File: config.mk
export PLATFORM = sky130hd
export DESIGN_NAME = audio_sfx_scheduler
export DESIGN_NICKNAME = d
export VERILOG_FILES = /design/src/rtl/audio_sfx_scheduler.sv
export SDC_FILE = /design/constraint.sdc
export NUM_CORES = 1
export LEC_CHECK = 0
export ABC_AREA = 1
export BUFFER_PORTS_ARGS = -buffer_cell sky130_fd_sc_hd__buf_2
export CAP_MARGIN = 10
export CORE_ASPECT_RATIO = 1.4
export CORE_MARGIN = 4
export CORE_UTILIZATION = 45
export DETAILED_ROUTE_END_ITERATION = 7
export PLACE_DENSITY = 0.77
export SYNTH_ARGS = -nofsm -noshare
export SYNTH_HDL_FRONTEND = slang
export SYNTH_SLANG_ARGS = --single-unit
File: constraint.sdc
create_clock -name i_clk -period 2.25 [get_ports i_clk]
set_input_delay 0.3375 -clock i_clk [delete_from_list [all_inputs] [get_ports i_clk]]
set_output_delay 0.3375 -clock i_clk [all_outputs]
set_load 0.02 [all_outputs]
File: src/rtl/audio_sfx_scheduler.sv
// audio_sfx_scheduler
//   Shares one square-wave tone generator between N_REQ sound-effect
//   requesters. Requests latch into a one-deep pending bit per effect. Fixed
//   priority arbitration picks the lowest set index. Each effect is NOTES
//   notes of NOTE_CLKS clocks, separated by GAP_CLKS clocks of silence.
//   A higher-priority request may take over at a note boundary.
// Ports
//   i_clk        system clock
//   i_rst_n      asynchronous active-low reset
//   i_req        one-clock request pulses, bit k = effect k
//   o_div        tone half-period in clocks, valid while o_note_en=1
//   o_note_en    generator enable (0 = silence)
//   o_busy       an effect is playing or sitting in a gap
//   o_active_id  index of the current or most recent effect
//   o_done       high during the last clock of an effect's final note
module audio_sfx_scheduler #(
   parameter int N_REQ     = 4,
   parameter int NOTES     = 4,
   parameter int DIV_W     = 16,
   parameter int NOTE_CLKS = 500000,
   parameter int GAP_CLKS  = 50000,
   parameter int BASE_DIV  = 15000,
   parameter int STEP_K    = 2000,
   parameter int STEP_J    = 1000,
   localparam int ID_W     = (N_REQ > 1) ? $clog2(N_REQ) : 1
) (
   input  logic             i_clk,
   input  logic             i_rst_n,
   input  logic [N_REQ-1:0] i_req,
   output logic [DIV_W-1:0] o_div,
   output logic             o_note_en,
   output logic             o_busy,
   output logic [ID_W-1:0]  o_active_id,
   output logic             o_done
);

   localparam int MAX_CLKS = (NOTE_CLKS > GAP_CLKS) ? NOTE_CLKS : GAP_CLKS;
   localparam int CNT_W    = (MAX_CLKS > 1) ? $clog2(MAX_CLKS) : 1;
   localparam int NOTE_W   = (NOTES > 1) ? $clog2(NOTES) : 1;

   localparam logic [CNT_W-1:0]  NOTE_LAST = CNT_W'(NOTE_CLKS - 1);
   localparam logic [CNT_W-1:0]  GAP_LAST  = CNT_W'((GAP_CLKS > 0) ? GAP_CLKS - 1 : 0);
   localparam logic [NOTE_W-1:0] LAST_NOTE = NOTE_W'(NOTES - 1);

   typedef enum logic [1:0] {IDLE, PLAY, GAP} state_t;

   state_t             state_q, state_n;
   logic [N_REQ-1:0]   pend_q, pend_n, clr, below, pend_hi;
   logic [CNT_W-1:0]   cnt_q, cnt_n;
   logic [NOTE_W-1:0]  note_q, note_n;
   logic [DIV_W-1:0]   div_q, div_n;
   logic               en_q, en_n, busy_q, busy_n;
   logic [ID_W-1:0]    id_q, id_n, first, pre;

   function automatic logic [DIV_W-1:0] divf(input logic [ID_W-1:0] k, input logic [NOTE_W-1:0] j);
      return DIV_W'(32'(BASE_DIV) + 32'(k) * 32'(STEP_K) + 32'(j) * 32'(STEP_J));
   endfunction

   function automatic logic [ID_W-1:0] lowest(input logic [N_REQ-1:0] v);
      logic [ID_W-1:0] r;
      r = '0;
      for (int i = N_REQ - 1; i >= 0; i--)
         if (v[i]) r = ID_W'(i);
      return r;
   endfunction

   // Only effects with a smaller index than the one playing may take over.
   always_comb begin
      below = '0;
      for (int i = 0; i < N_REQ; i++)
         below[i] = (ID_W'(i) < id_q);
   end

   assign pend_hi = pend_q & below;
   assign first   = lowest(pend_q);
   assign pre     = lowest(pend_hi);

   always_comb begin
      state_n = state_q;
      cnt_n   = cnt_q;
      note_n  = note_q;
      div_n   = div_q;
      en_n    = en_q;
      busy_n  = busy_q;
      id_n    = id_q;
      clr     = '0;
      case (state_q)
         IDLE: begin
            if (|pend_q) begin
               state_n = PLAY;
               cnt_n   = '0;
               note_n  = '0;
               id_n    = first;
               div_n   = divf(first, '0);
               en_n    = 1'b1;
               busy_n  = 1'b1;
               clr     = N_REQ'(1) << first;
            end
         end
         PLAY: begin
            if (cnt_q != NOTE_LAST) begin
               cnt_n = cnt_q + 1'b1;
            end else begin
               cnt_n = '0;
               if (note_q == LAST_NOTE) begin
                  // Back-to-back effects: a waiting request starts without an idle clock.
                  if (|pend_q) begin
                     note_n = '0;
                     id_n   = first;
                     div_n  = divf(first, '0);
                     en_n   = 1'b1;
                     clr    = N_REQ'(1) << first;
                  end else begin
                     state_n = IDLE;
                     en_n    = 1'b0;
                     busy_n  = 1'b0;
                  end
               end else if (|pend_hi) begin
                  // Takeover: the aborted effect never signals done; the gap
                  // that follows belongs to the new effect.
                  note_n = '0;
                  id_n   = pre;
                  clr    = N_REQ'(1) << pre;
                  if (GAP_CLKS == 0) begin
                     div_n = divf(pre, '0);
                  end else begin
                     state_n = GAP;
                     en_n    = 1'b0;
                  end
               end else begin
                  note_n = note_q + 1'b1;
                  if (GAP_CLKS == 0) begin
                     div_n = divf(id_q, note_q + 1'b1);
                  end else begin
                     state_n = GAP;
                     en_n    = 1'b0;
                  end
               end
            end
         end
         GAP: begin
            if (cnt_q != GAP_LAST) begin
               cnt_n = cnt_q + 1'b1;
            end else begin
               cnt_n   = '0;
               state_n = PLAY;
               div_n   = divf(id_q, note_q);
               en_n    = 1'b1;
            end
         end
         default: state_n = IDLE;
      endcase
   end

   // A request on the granting edge re-arms the bit, so it is served next time.
   assign pend_n = (pend_q & ~clr) | i_req;

   always_ff @(posedge i_clk or negedge i_rst_n) begin
      if (!i_rst_n) begin
         state_q <= IDLE;
         pend_q  <= '0;
         cnt_q   <= '0;
         note_q  <= '0;
         div_q   <= '0;
         en_q    <= 1'b0;
         busy_q  <= 1'b0;
         id_q    <= '0;
      end else begin
         state_q <= state_n;
         pend_q  <= pend_n;
         cnt_q   <= cnt_n;
         note_q  <= note_n;
         div_q   <= div_n;
         en_q    <= en_n;
         busy_q  <= busy_n;
         id_q    <= id_n;
      end
   end

   assign o_div       = div_q;
   assign o_note_en   = en_q;
   assign o_busy      = busy_q;
   assign o_active_id = id_q;
   assign o_done      = (state_q == PLAY) && (cnt_q == NOTE_LAST) && (note_q == LAST_NOTE);

endmodule

==> impl_metrics.ini <==
[run_status]
outcome = finished clean

[place]
io_buffers = 22
pre_cts_slack_ps = -129
dp_hpwl_um = 7240
gp_congestion = 0.922

[yosys]
async_flop_share_pct = 100
synth.area.top_cells = dfrtp_1, nand2_1, ha_1
synth-main-ff-cell = dfrtp_1
synth_edf_count = 0
synth_top_area_share_pct = 29.8
ys_ff_latch = 43
syn_inst = 528
synth_top_cell_by_area = dfrtp_1
yosysUniqueCellTypes = 35
synth_area_per_cell_sq_um = 6.84
synthesis.area_sq_um = 3610
ys_seq_area_share_pct = 29.8
synth_warnings = 0

[route]
dr_total_vias = 3460
wl_per_cell_um = 13.5
viasPerCell = 5.18
drt_iter0_drc = 125
routed_wl_um = 9010
dr.pass1.iters = 4
ant_nets = 0
drcViolationCount = 0

[grt]
grt_pass1_vias = 3521
grt_overflow_total = 0
grt_max_degree = 20
grtUsageTotal_pct = 19.4
antenna_found_initial = 0
grt_first_pass_wirelength_um = 15300

[die]
start_util_pct = 46.3
core_sq_um = 7800
die_area_sq_um = 9540
rows = 38
die_y_um = 114
die_w_um = 83.7
io-pin-count = 27

[clock_tree]
root_buffer = clkbuf_8
cts_tree = yes
cts_buffers = 5
cts_buffer_depth = 2
clk_pin_slew_ps = 90
clock-sinks = 43
h-tree-depth = 2
clk_latency_ps = 300

[sta]
rsz0062_at_grt = yes
finClkSkew_ps = 5.41
final_hold_viol_count = 0
period_needed_ps = 2220
clock.fmax_mhz = 450
setup_viol = 0
min_period_over_period_pct = 98.7
slew_violations = 0
fin_ws_ps = 29.2

[critical_path]
crit_arrival_ps = 2470
cpMostUsedCell = ha_4
worstPathMaxFanout = 4
cp.required_ps = 2500
reg2regPathDepth = 10
cp_slowest_cell = fa_1
cp_slowest_stage_delay_ps = 580
crit_type = flop to flop
critPathCaptureType = flop
setup.worst_path.start_class = flop
crit_chain = inv_2 -> ha_4 -> fa_1 -> ha_4 -> a21oi_2 -> o21ai_2 -> a21oi_1 -> xor2_1 -> nand3_1 -> nand2_1

[flow_run]
maxCapViolCount = 0

[hold_path]
hold_path.class = input pin to flop
hold_depth = 3

[cells_and_area]
syn2layout_area_growth_pct = 15.7
nets = 614
n_antenna_cell = 0
drive_gt1_share_pct = 17.1
fin_util_pct = 53.6

[pwr]
leakagePower_uw = 0.00216
ir_drop_uv = 330
powerDensity_nw_per_um2 = 339
-- layer usage --
metal	GRT usage [%]	share of wire, %
met1	19.3	37
met2	37.5	54
met3	2.89	3.4
met4	11.4	5.4
met5	0	0
-- power breakdown --
group	switching, uW	internal (uW)
Combinational	24.4	7.09
Clock	282	331
Sequential	0.0000000000000756	772
Total	306	1110
-- per-stage QoR --
stage	area [sq um]	power, uW	TNS [ps]	hold slack, ps	instances
6_report	4180	1420	0	222	668
5_1_grt	4180	1470	-253	235	668
4_1_cts	4080	1440	0	217	666
3_5_place_dp	3910	819	-333	233	657
3_3_place_gp	3910	818	-27.0	229	657
2_1_floorplan	3630	800	0	41.9	531
-- path summary, 6_finish.rpt --
path	from	to	slack, ps
setup / recovery	note_q[1]	o_div[10]	30
hold / removal	i_req[0]	pend_q[0]	220
setup reg to reg	note_q[1]	o_div[10]	30
hold reg to reg	o_div[11]	o_div[11]	480
max in group asynchronous	i_rst_n	cnt_q[9]	1240
min in group asynchronous	i_rst_n	o_div[13]	440
-- cells by family after synthesis --
logic type / count (synthesis) / synth area share [%]
xor gates and xnor gates: 7 / 1.70
adders and majority gates: 41 / 14.6
buffers and inverters: 87 / 9.98
AOI/OAI and AO/OA: 57 / 8.63
and+or+nand+nor: 292 / 35.2
other: 1 / 0.104
DFF: 43 / 29.8
-- synthesized netlist by cell type, types with 4 or more instances --
cell type  number
a21oi_1        18
buf_2           4
buf_4           5
dfrtp_1        43
ha_1           39
inv_1          70
nand2_1       146
nand2_2         4
nand3_1        39
nand4_1        12
nor2_1         71
nor2_2          5
nor3_1          5
o21ai_0        23
o21ai_1         6
xor2_1          7
-- what timing repair did --
action	in CTS	in global routing
hold buffers	1	0
pin swaps	2	10
setup buffers	0	2
endpoints found under the setup margin	8	9
hold endpoints to repair	9	0
gates resized for setup	8	20
-- sequential cells by signal, indices dropped and copies added (netlist names) --
name,flops
cnt_q,19
o_div,12
pend_q,4
note_q,2
o_active_id,2
state_q,2
o_busy,1
o_note_en,1
-- worst max-delay path: cells and delay by family, from the launching register on --
family	cells	cell delay [ps]
AOI/OAI and AO/OA	3	410
and+or+nand+nor	2	170
xor gates and xnor gates	1	200
DFF	1	360
buffers and inverters	1	60
adders and majority gates	3	970
-- area by class of cell --
cell class,count,area (sq um)
Clock buffer,5,68.8
Inverter,75,284
Sequential cell,43,1080
Clock inverter,3,43.8
Fill cell,754,3620
Timing Repair Buffer,41,255
Tap cell,100,125
Multi-Input combinational cell,401,2320
-- layout by cell type (no fill, tap or decap), drive strengths merged --
cell type    instances
nand2              153
o22ai                1
buf                 40
a21boi               1
o21ai               30
xor2                 7
clkbuf               5
o21a                 1
nor2                76
o21bai               3
ha                  39
bufinv               1
nand3               43
nand4               12
conb                 4
nor3                 5
nand3b               3
dfrtp               43
inv                 73
a21o                 1
clkinv               4
dlygate4sd3          1
o211ai               1
fa                   2
o32ai                1
a21oi               18
No activity file was read; power rests on OpenSTA's default activity.
